[src/rtl/pulse_report_pkg.sv]
// pulse_report_pkg: packet constants, record field positions, FSM encoding and tolerance check for pulse_result_reporter
package pulse_report_pkg;
  localparam logic [7:0] SYNC_BYTE = 8'h5A;
  localparam int PKT_LEN = 10;
  localparam int FLAG_TIMEOUT = 0;
  localparam int FLAG_FAULT = 1;
  localparam int TIMEOUT_BIT = 56;
  localparam int DELAY_MSB = 55;
  localparam int DELAY_LSB = 24;
  localparam int VAR_MSB = 23;
  localparam int VAR_LSB = 0;
  typedef enum logic [1:0] {IDLE, POP, CAPTURE, SEND} state_t;
  // Magnitude of 0x800000 negates to itself, which as unsigned exceeds any 24-bit tolerance below 2^23.
  function automatic logic is_fault(input logic [23:0] v, input logic [23:0] tol);
    logic [23:0] mag;
    mag = v[23] ? 24'(-v) : v;
    return mag > tol;
  endfunction
endpackage

[src/rtl/pulse_stat_counter.sv]
// pulse_stat_counter: 16-bit saturating counter; clk, rst (async high), inc, clr (priority) -> count
module pulse_stat_counter (
  input  logic        clk,
  input  logic        rst,
  input  logic        inc,
  input  logic        clr,
  output logic [15:0] count
);
  always_ff @(posedge clk or posedge rst)
    if (rst) count <= '0;
    else if (clr) count <= '0;
    else if (inc && count != 16'hFFFF) count <= count + 16'd1;
endmodule

[src/rtl/pulse_result_reporter.sv]
// pulse_result_reporter: pops 57-bit records (fifo_*), sends 10-byte XOR-checked packets (tx_*), keeps rec/timeout/fault counters
module pulse_result_reporter
  import pulse_report_pkg::*;
#(
  parameter logic [23:0] TOL = 24'd16
) (
  input  logic        clk,
  input  logic        rst,
  input  logic        en,
  input  logic [56:0] fifo_dout,
  input  logic        fifo_empty,
  output logic        fifo_rd_en,
  output logic [7:0]  tx_data,
  output logic        tx_valid,
  input  logic        tx_ready,
  input  logic        clear_stats,
  output logic [15:0] rec_count,
  output logic [15:0] timeout_count,
  output logic [15:0] fault_count
);
  state_t state, nxt;
  logic [3:0] idx;
  logic [7:0] flags, fl, pkt_byte, csum;
  logic [31:0] delay;
  logic [23:0] var_r;
  logic hs, cap, rec_to, rec_fault;
  assign hs = tx_valid && tx_ready;
  assign cap = state == CAPTURE;
  assign rec_to = fifo_dout[TIMEOUT_BIT];
  assign rec_fault = !rec_to && is_fault(fifo_dout[VAR_MSB:VAR_LSB], TOL);
  assign tx_valid = state == SEND;
  assign tx_data = tx_valid ? pkt_byte : 8'h00;
  assign csum = flags ^ delay[31:24] ^ delay[23:16] ^ delay[15:8] ^ delay[7:0]
              ^ var_r[23:16] ^ var_r[15:8] ^ var_r[7:0];
  always_comb begin
    fl = '0;
    fl[FLAG_TIMEOUT] = rec_to;
    fl[FLAG_FAULT] = rec_fault;
  end
  always_comb begin
    nxt = state;
    case (state)
      IDLE:    nxt = (en && !fifo_empty) ? POP : IDLE;
      POP:     nxt = CAPTURE;
      CAPTURE: nxt = SEND;
      SEND:    nxt = (hs && idx == 4'(PKT_LEN - 1)) ? IDLE : SEND;
      default: nxt = IDLE;
    endcase
  end
  always_comb begin
    pkt_byte = 8'h00;
    case (idx)
      4'd0: pkt_byte = SYNC_BYTE;
      4'd1: pkt_byte = flags;
      4'd2: pkt_byte = delay[31:24];
      4'd3: pkt_byte = delay[23:16];
      4'd4: pkt_byte = delay[15:8];
      4'd5: pkt_byte = delay[7:0];
      4'd6: pkt_byte = var_r[23:16];
      4'd7: pkt_byte = var_r[15:8];
      4'd8: pkt_byte = var_r[7:0];
      4'd9: pkt_byte = csum;
      default: pkt_byte = 8'h00;
    endcase
  end
  always_ff @(posedge clk or posedge rst)
    if (rst) begin
      state <= IDLE;
      idx <= '0;
      fifo_rd_en <= 1'b0;
      flags <= '0;
      delay <= '0;
      var_r <= '0;
    end else begin
      state <= nxt;
      fifo_rd_en <= nxt == POP;
      idx <= (state == SEND) ? idx + 4'(hs) : 4'd0;
      if (cap) begin
        flags <= fl;
        delay <= rec_to ? 32'h0 : fifo_dout[DELAY_MSB:DELAY_LSB];
        var_r <= rec_to ? 24'h0 : fifo_dout[VAR_MSB:VAR_LSB];
      end
    end
  pulse_stat_counter u_rec (.clk(clk), .rst(rst), .inc(cap), .clr(clear_stats), .count(rec_count));
  pulse_stat_counter u_to (.clk(clk), .rst(rst), .inc(cap && rec_to), .clr(clear_stats), .count(timeout_count));
  pulse_stat_counter u_flt (.clk(clk), .rst(rst), .inc(cap && rec_fault), .clr(clear_stats), .count(fault_count));
endmodule

[config.mk]
export PLATFORM = sky130hd
export DESIGN_NAME = pulse_result_reporter
export DESIGN_NICKNAME = d
export VERILOG_FILES = /design/src/rtl/pulse_report_pkg.sv /design/src/rtl/pulse_stat_counter.sv /design/src/rtl/pulse_result_reporter.sv
export SDC_FILE = /design/constraint.sdc
export NUM_CORES = 1
export LEC_CHECK = 0
export CORE_UTILIZATION = 48
export CTS_CLUSTER_DIAMETER = 60
export DETAILED_ROUTE_END_ITERATION = 10
export GPL_ROUTABILITY_DRIVEN = 0
export HOLD_SLACK_MARGIN = 0.08
export PLACE_DENSITY = 0.81
export SYNTH_ARGS = -nofsm -noshare
export SYNTH_HDL_FRONTEND = slang
export SYNTH_SLANG_ARGS = --single-unit
[constraint.sdc]
create_clock -name clk -period 3.4 [get_ports clk]
set_input_delay 0.51 -clock clk [delete_from_list [all_inputs] [get_ports clk]]
set_output_delay 0.51 -clock clk [all_outputs]
set_load 0.005 [all_outputs]
==> summary.md, run 1 <==
| Metric | Value |
|---|---|
| Result of the run | `finished, final reports clean` |
| Total number of nets in the final design | `945` |
| Residual overflow from global routing | `0` |
| Antenna diodes | `0` |
| TritonCTS Sinks | `113` |
| Number of search-and-repair iterations in the first detailed-routing pass | `6` |
| Initial DRC Count | `about 410` |
| Drt total wl | `17900 µm` |
| Post-synthesis compound-gate area fraction | `roughly 16%` |
| Async SR Flop Fraction | `100%` |
| Critical setup path kind | `reg2out` |
| Number of filler instances in the final layout | `1107` |
| Share of cells above drive strength 1 | `approximately a tenth` |
| Sequential fraction of the synthesis area | `roughly 43%` |
| Global-route wire length before repair | `29100 µm` |
| Routed via count | `~6000` |
| Final Slew Violations | `0` |
| Initial standard-cell utilization of the core | `between 40 and 50%` |
| Count of endpoints failing setup in the final report | `0` |
| Pin count of the biggest net entering global routing | `about 110` |
| Floorplan die area | `roughly 0.014 mm²` |
| Number of antenna violations at the first check in global routing | `0` |
| Max-slew headroom at the worst pin | `40.0%` |
| GR Util All Layers | `between 20% and 30%` |
| Vias per cell | `5.67` |
| Die height | `roughly 120 µm` |
| Syn-to-layout area delta | `32.2%` |
| Number of rows in the core area | `42` |
| Commonest register cell after synthesis | `dfrtp_1` |
| Worst reg2reg path startpoint | `u_flt.count[0]` |
| Slew at the pin closest to its max-slew limit | `~0.9 ns` |
| Post-layout min period | `3.34 ns` |
| Die extent in x | `119 µm` |
| Final Hold Viols | `0` |
| Number of levels the H-tree was split into | `4` |
| Maximum operating frequency | `299 MHz` |
| Post-DRT Antenna Nets | `0` |
| Via count of the first global-routing pass | `5867` |
| Clock buffers created by TritonCTS | `17` |
| Number of top-level pins | `121` |
| Remaining routing DRC violations | `0` |
| Total setup buffers inserted after CTS | `0` |
| Final core utilization | `roughly two thirds` |
| Multiplexer share of the synthesized area | `2.79%` |
| DR WL/cell | `approximately 17 µm` |
| Final period utilization | `roughly 98%` |
| Master cell of the clock root buffer | `clkbuf_16` |
| Ys Warns | `0` |
| Simple-gate share of the synthesized area | `between 20% and 30%` |
| Flip-flop and latch count after synthesis | `113` |
| Cells after synthesis | `~750` |
| Count of cell types in the netlist | `between 60 and 70` |
| Type of the most critical hold path | `reg2reg` |
| Post-synth EDFFs | `0` |
| Tightest hold margin | `0.537 ns` |
| Post-synthesis net count | `817` |
| Maximum number of buffers from clock root to sink | `2` |
| Total leakage power | `3.48 nW` |
| Number of I/O port buffers | `120` |
| Crit path capture type | `output port` |
| Critical path required time | `~2.9 ns` |
| Dominant combinational cell family by area after synthesis | `simple AND/OR/NAND/NOR gates` |
| Data arrival at the endpoint of the critical path | `roughly 2.8 ns` |
| DP HPWL | `~12000 µm` |
| Max cap viols | `0` |
| CP Max Fanout | `14` |
| Clock edge transition at the registers on the reported setup and hold paths | `~0.050 ns` |
| Element type at the critical path start | `flip-flop` |
| Peak supply drop | `approximately 0.38 mV` |
| Largest clock skew in the final design | `roughly 0.0077 ns` |
| Hold path start | `delay[10]` |
| Critical Path Start | `idx[1]` |
| Clock latency on the worst-skew pair | `approximately 0.42 ns` |
| Post-synthesis area per instance | `between 8 and 9 µm²` |
| Xor and xnor fraction of the mapped netlist area | `9.96%` |
| Area of the placeable core | `about 0.013 mm²` |
| Synthesized-area fraction occupied by adder cells | `0.948%` |
| TritonCTS clock tree | `yes` |
| Power per cell area | `around 690 mW/mm²` |
| Mapped Area | `0.00660 mm²` |
==> synthesized netlist by cell type, drive strengths merged (2+ instances only) <==
cell     instances  share of area (%)
dfrtp          113                 43
nand2           94                5.3
o21ai           74                5.7
xnor2           61                8.1
nor2            57                3.2
nand2b          56                5.3
a21oi           45                3.4
clkbuf          34                1.9
nand3           27                2.0
inv             15               0.85
or3             14                1.3
xor2            14                1.9
nor3            11               0.91
o31ai           11                1.3
and3            10               0.95
mux2             9                1.5
or4              9                1.1
nand4            7               0.66
nor2b            7               0.66
a22oi            6               0.68
mux2i            6               0.91
a22o             5               0.66
a31oi            5               0.47
buf              5               0.59
ha               5               0.95
nor4             4               0.47
nor4b            4               0.53
o22ai            4               0.38
and4             3               0.40
nand3b           3               0.34
o221ai           3               0.40
or2              3               0.28
a21o             2               0.23
a32oi            2               0.27
and2             2               0.19
nor3b            2               0.23
o2111ai          2               0.27
==> area by class of cell <==
class,instances,area [µm²],area share [%]
multi-input cells,582,3570,41.0
clock buffers,22,484,5.55
well taps,176,220,2.52
inverters,15,60.1,0.689
flip-flops and latches,113,2830,32.4
clock inverters,9,130,1.49
repair buffers,148,1420,16.3
==> registers in the layout, indices dropped and copies added (netlist names) <==
| name | count |
|---|---|
| idx | 4 |
| flags | 2 |
| fifo_rd_en | 1 |
| state | 2 |
| var_r | 24 |
| u_flt.count | 16 |
| u_rec.count | 16 |
| u_to.count | 16 |
| delay | 32 |
==> timing repair <==
action | CTS | global route
gates resized for setup | 0 | 6
setup endpoints to repair | 0 | 10
hold buffers | 0 | 0
==> cell usage in the layout, fill, tap and decap left out, types with 13 or more instances in the layout <==
master           Yosys  layout
a21oi_1             45      45
buf_4                0      27
clkbuf_16            0      17
clkdlybuf4s50_1      0     120
dfrtp_1            113     112
inv_1               15      14
nand2_1             94      94
nand2b_1            56      55
nand3_1             27      27
nor2_1              57      56
o21ai_0             67      67
or3_1               14      13
xnor2_1             61      61
xor2_1              14      14
==> logic make-up after synthesis <==
kind of cell	Yosys count
multiplexers	16
flip-flops	113
adder cells (fa/ha/maj)	5
XOR/XNOR	75
AO/OA/AOI/OAI	172
buffers and inverters	54
AND/OR/NAND/NOR	314
==> path summary, 6_finish.rpt <==
kind / endpoint / slack, ns / depth (start not counted)
min in group asynchronous: u_to.count[2] / 0.65 / 3
max in group asynchronous: idx[3] / 2.10 / 3
min: delay[10] / 0.54 / 2
max: tx_data[5] / 0.06 / 8
max reg2reg: u_flt.count[7] / 0.81 / 8
min reg2reg: delay[10] / 0.54 / 2
==> metal layers <==
| metal | vias up | part of all wire (%) | global-route usage (%) |
|---|---|---|---|
| met5 | - | 0 | 0 |
| met4 | 0 | 2.3 | 10.4 |
| met3 | 47 | 6.3 | 5.65 |
| met2 | 208 | 49 | 44.0 |
| met1 | 2904 | 42 | 32.6 |
| li1 | 2878 | - | - |
==> where the power goes <==
group	internal, mW	switching (mW)
Clock	1.22	0.612
Sequential	1.63	0.423
Combinational	1.09	1.00
Total	3.94	2.04
==> through the flow <==
step	total power, mW	TNS (ns)	setup slack [ns]	cell area [µm²]	cells
2_1_floorplan	3.44	0	0.196	6600	749
3_3_place_gp	4.04	-3.70	-0.294	8080	1034
3_5_place_dp	4.12	-5.08	-0.368	8080	1034
4_1_cts	5.98	0	0.0662	8700	1065
5_1_grt	6.33	-0.00195	-0.00195	8720	1065
6_report	5.98	0	0.0570	8720	1065
==> critical path, cell delays in order (launching register included) <==
cell and delay (ns):
dfrtp_1 0.55, buf_4 0.29, nand2_1 0.10, nor2_1 0.30, a32oi_1 0.10, o22ai_1 0.17, a21oi_1 0.05, a21oi_1 0.29
clkdlybuf4s50_1 0.57
Note: power is estimated with default switching activity, not from simulation.
==> run 2, diff against run 1 <==
--- a/config.mk
+++ b/config.mk
@@ -6,6 +6,7 @@
 export NUM_CORES = 1
 export LEC_CHECK = 0
 export CORE_UTILIZATION = 48
+export CTS_BUF_LIST = sky130_fd_sc_hd__clkbuf_16
 export CTS_CLUSTER_DIAMETER = 60
 export DETAILED_ROUTE_END_ITERATION = 10
 export GPL_ROUTABILITY_DRIVEN = 0
==> summary.md, run 2 (synthesis gave the netlist of run 1 again) <==
| Metric | Value |
|---|---|
| Result of the run | `finished, final reports clean (unchanged)` |
| Final non-filler cell total | `1065 (unchanged)` |
| Power per cell area | `679 mW/mm² (was 685 mW/mm²)` |
| Number of I/O port buffers | `120 (unchanged)` |
| Floorplan die area | `0.0142 mm² (unchanged)` |
| Slew at the pin closest to its max-slew limit | `0.902 ns (was 0.900 ns)` |
| Critical path required time | `2.89 ns (about the same)` |
| Largest registers in the final layout | `delay x32, var_r x24 (unchanged)` |
| Count of endpoints failing setup in the final report | `0 (unchanged)` |
| Commonest cells after routing, fill and taps aside | `clkdlybuf4s50_1 (120), dfrtp_1 (112), nand2_1 (94) (unchanged)` |
| CP Max Fanout | `14 (unchanged)` |
| Data arrival at the endpoint of the critical path | `2.81 ns (was 2.83 ns)` |
| Final Slew Violations | `0 (unchanged)` |
| Number of search-and-repair iterations in the first detailed-routing pass | `5 (was 6)` |
| Placed cell count | `1034 (unchanged)` |
| Critical setup path kind | `reg2out (unchanged)` |
| Final period utilization | `97.6% (was 98.3%)` |
| Max-slew headroom at the worst pin | `39.8% (was 40.0%)` |
| Initial standard-cell utilization of the core | `49.4% (unchanged)` |
| DP HPWL | `12400 µm (unchanged)` |
| Summed negative setup slack over all endpoints | `0 ns (unchanged)` |
| Final core utilization | `65.0% (was 65.3%)` |
| Crit path capture type | `output port (unchanged)` |
| Routed via count | `6052 (was 6037)` |
| Maximum number of buffers from clock root to sink | `2 (unchanged)` |
| Final worst-path setup slack | `0.0820 ns (was 0.0570 ns)` |
| Peak supply drop | `0.385 mV (was 0.383 mV)` |
| Share of cells above drive strength 1 | `9.11% (was 9.56%)` |
| Largest clock skew in the final design | `0.00753 ns (was 0.00773 ns)` |
| Most frequent standard cell in the layout excluding fill and tap cells | `clkdlybuf4s50_1 (unchanged)` |
| Number of rows in the core area | `42 (unchanged)` |
| Area of the placeable core | `0.0133 mm² (unchanged)` |
| CTS resizes | `0 (unchanged)` |
| Number of cells traversed by the worst hold path | `2 (unchanged)` |
| Pin count of the biggest net entering global routing | `111 (unchanged)` |
| Worst-case reg-to-reg path depth | `8 (unchanged)` |
| Worst setup slack before clock tree synthesis | `-0.368 ns (unchanged)` |
| TritonCTS clock tree | `yes (unchanged)` |
| Total number of nets in the final design | `945 (unchanged)` |
| Total non-filler cell area in the finished layout | `0.00868 mm² (was 0.00872 mm²)` |
| Clock latency on the worst-skew pair | `0.42 ns (about the same)` |
| Master cell of the clock root buffer | `clkbuf_16 (unchanged)` |
| Number of top-level pins | `121 (unchanged)` |
| TritonCTS Sinks | `113 (unchanged)` |
| Number of filler instances in the final layout | `1108 (was 1107)` |
| Number of antenna violations at the first check in global routing | `0 (unchanged)` |
| Clock buffers created by TritonCTS | `17 (unchanged)` |
| Total power of the final layout | `5.89 mW (was 5.98 mW)` |
| Hold buffers post-CTS | `0 (unchanged)` |
| Final Hold Viols | `0 (unchanged)` |
| Antenna diodes | `0 (unchanged)` |
| DR WL/cell | `16.9 µm (was 16.8 µm)` |
| Post-place instance area | `0.00808 mm² (unchanged)` |
| Post-layout min period | `3.32 ns (was 3.34 ns)` |
| Vias per cell | `5.68 (was 5.67)` |
| Syn-to-layout area delta | `31.6% (was 32.2%)` |
| Residual overflow from global routing | `0 (unchanged)` |
| Flip-flop count of the largest register after layout | `32 (unchanged)` |
| Total leakage power | `3.46 nW (was 3.48 nW)` |
| Via count of the first global-routing pass | `5896 (was 5867)` |
| Number of levels the H-tree was split into | `4 (unchanged)` |
| Die extent in x | `119 µm (unchanged)` |
| Initial DRC Count | `480 (was 409)` |
| Element type at the critical path start | `flip-flop (unchanged)` |
| Max cap viols | `0 (unchanged)` |
| Drt total wl | `18000 µm (was 17900 µm)` |
| Global-route wire length before repair | `29300 µm (was 29100 µm)` |
| Die height | `119 µm (unchanged)` |
| Register bank with the most flops | `delay (unchanged)` |
| Tightest hold margin | `0.537 ns (about the same)` |
| GR Util All Layers | `26.3% (was 26.2%)` |
| Type of the most critical hold path | `reg2reg (unchanged)` |
| Total setup buffers inserted after CTS | `0 (unchanged)` |
| Maximum operating frequency | `301 MHz (was 299 MHz)` |
| Post-DRT Antenna Nets | `0 (unchanged)` |
| Remaining routing DRC violations | `0 (unchanged)` |
| Clock edge transition at the registers on the reported setup and hold paths | `0.05 ns (about the same)` |
run 2: power by group:
part / internal [mW] / total (mW) / switching, mW
clock: 1.13 / 1.74 / 0.615
sequential: 1.63 / 2.06 / 0.425
combinational: 1.09 / 2.09 / 1.00
run 2: worst max-delay path, cell delays in order, from the launching register on:
cell             delay [ns]
dfrtp_1                0.55
buf_4                  0.29
nand2_1                0.10
nor2_1                 0.31
a32oi_1                0.12
o22ai_1                0.18
a21oi_1                0.06
a21oi_1                0.24
clkdlybuf4s50_1        0.54
run 2: layer usage:
metal,vias up,track usage [%],wire [µm]
li1,2874,-,-
met1,2935,32.8,7780
met2,202,44.4,8890
met3,41,5.99,957
met4,0,9.73,378
met5,-,0,0
run 2: cell type report:
class	count	area (µm²)	share of cell area (%)
Multi-Input combinational cell	582	3570	41.2
Inverter	15	60.1	0.692
Clock buffer	17	425	4.90
Timing Repair Buffer	148	1420	16.4
Sequential cell	113	2830	32.6
Tap cell	176	220	2.54
Clock inverter	14	149	1.71
run 2: path summary, 6_finish.rpt:
kind                                      from        endpoint  slack, ns
min in group asynchronous                  rst   u_to.count[1]       0.65
worst min-delay path                 delay[10]       delay[10]       0.54
worst max register to register  u_flt.count[0]  u_flt.count[7]       0.83
worst max-delay path                    idx[1]      tx_data[2]       0.08
max in group asynchronous                  rst          idx[3]       2.10
worst min register to register       delay[10]       delay[10]       0.54
==> run 3, diff against run 2 <==
--- a/config.mk
+++ b/config.mk
@@ -7,11 +7,12 @@
 export LEC_CHECK = 0
 export CORE_UTILIZATION = 48
 export CTS_BUF_LIST = sky130_fd_sc_hd__clkbuf_16
-export CTS_CLUSTER_DIAMETER = 60
+export CTS_CLUSTER_DIAMETER = 30
 export DETAILED_ROUTE_END_ITERATION = 10
 export GPL_ROUTABILITY_DRIVEN = 0
 export HOLD_SLACK_MARGIN = 0.08
 export PLACE_DENSITY = 0.81
+export REMOVE_ABC_BUFFERS = 1
 export SYNTH_ARGS = -nofsm -noshare
 export SYNTH_HDL_FRONTEND = slang
 export SYNTH_SLANG_ARGS = --single-unit
==> summary.md, run 3 (synthesis gave the netlist of run 1 again) <==
| Metric | Value |
|---|---|
| Initial DRC Count | `409 (was 480)` |
| Type of the most critical hold path | `reg2reg (unchanged)` |
| Reg2reg end | `u_to.count[13] (was u_flt.count[7])` |
| Worst reg2reg path startpoint | `state[1] (was u_flt.count[0])` |
| Largest registers in the final layout | `delay x32, var_r x24 (unchanged)` |
| Worst-case reg-to-reg path depth | `7 (was 8)` |
| Antenna diodes | `0 (unchanged)` |
| Share of cells above drive strength 1 | `9.98% (was 9.11%)` |
| Post-DRT Antenna Nets | `0 (unchanged)` |
| Result of the run | `finished, final reports clean (unchanged)` |
| R2R Setup Slk | `0.85 ns (was 0.83 ns)` |
| Cell with the biggest individual delay on the critical path | `or4_4 (was dfrtp_1)` |
| Number of I/O port buffers | `120 (unchanged)` |
| Hold buffers post-CTS | `0 (unchanged)` |
| Total setup buffers inserted after CTS | `0 (unchanged)` |
| Master cell of the clock root buffer | `clkbuf_16 (unchanged)` |
| Worst setup slack before clock tree synthesis | `-0.371 ns (was -0.368 ns)` |
| Area occupied by multi-input gates | `0.00359 mm² (was 0.00357 mm²)` |
| Via count of the first global-routing pass | `5709 (was 5896)` |
| DR WL/cell | `16.5 µm (was 16.9 µm)` |
| Largest clock skew in the final design | `0.00879 ns (was 0.00753 ns)` |
| TritonCTS clock tree | `yes (unchanged)` |
| Number of antenna violations at the first check in global routing | `0 (unchanged)` |
| Maximum number of buffers from clock root to sink | `2 (unchanged)` |
| Drt total wl | `17600 µm (was 18000 µm)` |
| Commonest cells after routing, fill and taps aside | `clkdlybuf4s50_1 (120), dfrtp_1 (112), nand2_1 (94) (unchanged)` |
| Critical setup path kind | `in2reg (was reg2out)` |
| Hold path start | `var_r[14] (was delay[10])` |
| Chain of cells forming the critical path | `clkdlybuf4s50_1 -> or4_4 -> or3_4 -> nor3_4 -> mux2_1 -> a2111o_1 -> nor2_1 -> nor4_1 -> mux2_1 (was buf_4 -> nand2_1 -> nor2_1 -> a32oi_1 -> o22ai_1 -> a21oi_1 -> a21oi_1 -> clkdlybuf4s50_1)` |
| Clock buffers created by TritonCTS | `17 (unchanged)` |
| CP bufs+invs | `1 (was 2)` |
| Routed via count | `5973 (was 6052)` |
| DP HPWL | `11900 µm (was 12400 µm)` |
| Global-route wire length before repair | `28600 µm (was 29300 µm)` |
| Die extent in x | `119 µm (unchanged)` |
| Crit path capture type | `flip-flop (was output port)` |
| Family of cells with the greatest summed delay on the critical path | `simple AND/OR/NAND/NOR gates (was buffers and inverters)` |
| Number of filler instances in the final layout | `1105 (was 1108)` |
| TritonCTS Sinks | `113 (unchanged)` |
| CP dominant cell by count | `mux2_1 (was a21oi_1)` |
| Max cap viols | `0 (unchanged)` |
| Critical path required time | `3.70 ns (was 2.89 ns)` |
| Most frequent standard cell in the layout excluding fill and tap cells | `clkdlybuf4s50_1 (unchanged)` |
| Maximum operating frequency | `305 MHz (was 301 MHz)` |
| Total leakage power | `3.54 nW (was 3.46 nW)` |
| Setup repair after global routing missed its margin | `false` |
| CTS resizes | `0 (unchanged)` |
| Register bank with the most flops | `delay (unchanged)` |
| Remaining routing DRC violations | `0 (unchanged)` |
| GR Util All Layers | `25.6% (was 26.3%)` |
| Area of the placeable core | `0.0133 mm² (unchanged)` |
| Total number of nets in the final design | `947 (was 945)` |
| Data arrival at the endpoint of the critical path | `3.58 ns (was 2.81 ns)` |
| Peak supply drop | `0.419 mV (was 0.385 mV)` |
| Count of cell instances traversed by the critical path | `9 (was 8)` |
| Total power of the final layout | `6.12 mW (was 5.89 mW)` |
| Number of rows in the core area | `42 (unchanged)` |
| Pin count of the biggest net entering global routing | `111 (unchanged)` |
| Count of endpoints failing setup in the final report | `0 (unchanged)` |
| Area taken by flip-flops and latches | `0.00283 mm² (unchanged)` |
| CP Max Fanout | `6 (was 14)` |
| Final core utilization | `66.0% (was 65.0%)` |
| Clock edge transition at the registers on the reported setup and hold paths | `0.06 ns (was 0.05 ns)` |
| Syn-to-layout area delta | `33.5% (was 31.6%)` |
| Hold worst-path end | `var_r[14] (was delay[10])` |
| Floorplan die area | `0.0142 mm² (unchanged)` |
| Max-slew headroom at the worst pin | `38.6% (was 39.8%)` |
| Number of top-level pins | `121 (unchanged)` |
| Power per cell area | `695 mW/mm² (was 679 mW/mm²)` |
| Flip-flop count of the largest register after layout | `32 (unchanged)` |
| Final worst-path setup slack | `0.125 ns (was 0.0820 ns)` |
| Number of search-and-repair iterations in the first detailed-routing pass | `5 (unchanged)` |
| Number of levels the H-tree was split into | `4 (unchanged)` |
| Vias per cell | `5.59 (was 5.68)` |
| Final period utilization | `96.3% (was 97.6%)` |
| Total non-filler cell area in the finished layout | `0.00881 mm² (was 0.00868 mm²)` |
| Number of cells traversed by the worst hold path | `2 (unchanged)` |
| Tightest hold margin | `0.523 ns (was 0.537 ns)` |
| Final Hold Viols | `0 (unchanged)` |
| Post-layout min period | `3.28 ns (was 3.32 ns)` |
| Clock latency on the worst-skew pair | `0.42 ns (about the same)` |
| Final Slew Violations | `0 (unchanged)` |
| Slew at the pin closest to its max-slew limit | `0.921 ns (was 0.902 ns)` |
| Initial standard-cell utilization of the core | `49.4% (unchanged)` |
| Element type at the critical path start | `input port (was flip-flop)` |
| Residual overflow from global routing | `0 (unchanged)` |
| Post-place instance area | `0.00811 mm² (was 0.00808 mm²)` |
| Die height | `119 µm (unchanged)` |
| Largest stage delay, worst path | `0.60 ns (was 0.55 ns)` |
-- run 3: cell types whose count changed in the layout (fill, tap and decap cells not counted), moves of 2 or more --
cell | previous run | this run
bufinv_16 | 3 | 5
clkinv_2 | 3 | 1
inv_6 | 0 | 3
clkinv_1 | 4 | 0
-- run 3: per-stage QoR --
step / TNS (ns) / cells
2_1_floorplan: -11.05 / 710
3_3_place_gp: -4.02 / 1036
3_5_place_dp: -5.17 / 1036
4_1_cts: 0 / 1068
5_1_grt: 0 / 1068
6_report: 0 / 1068
-- run 3: worst register-to-register path, cell delays in order, from the launching register on --
cell     delay, ns
dfrtp_1       0.54
nor2b_1       0.22
buf_4         0.21
o311a_1       0.31
nand4_1       0.34
or2_2         0.41
or3_1         0.31
a21oi_1       0.14
-- run 3: layer usage --
metal	up-vias	global-route usage (%)	routed length, µm
met2	178	41.4	8470
met1	2893	32.7	7860
met4	0	7.67	208
met5	-	0	0
met3	21	7.81	1080
li1	2881	-	-
-- run 3: worst max-delay path by stage --
stage / start / to / slack, ns
after floorplan: rst / delay[0] / -0.1
after global placement: fifo_dout[3] / u_flt.count[1] / -0.32
after detailed placement: fifo_dout[2] / u_flt.count[1] / -0.37
after CTS: fifo_dout[2] / u_flt.count[1] / 0.05
after global routing: fifo_dout[3] / u_flt.count[7] / 0.01
final: fifo_dout[3] / u_flt.count[4] / 0.12
-- run 3: power by group --
group / leakage, nW / total, mW / switching [mW] / internal [mW]
registers: 1.50 / 2.05 / 0.421 / 1.63
clock network: 0.310 / 1.98 / 0.671 / 1.31
logic: 1.72 / 2.09 / 0.993 / 1.10
-- run 3: cell type report --
class | count | share of cell area (%)
clock buffer | 17 | 4.83
clock inverter | 15 | 2.61
inverter | 15 | 0.668
multi-input combinational | 582 | 40.8
sequential | 113 | 32.1
tap | 176 | 2.50
timing repair buffer | 150 | 16.5
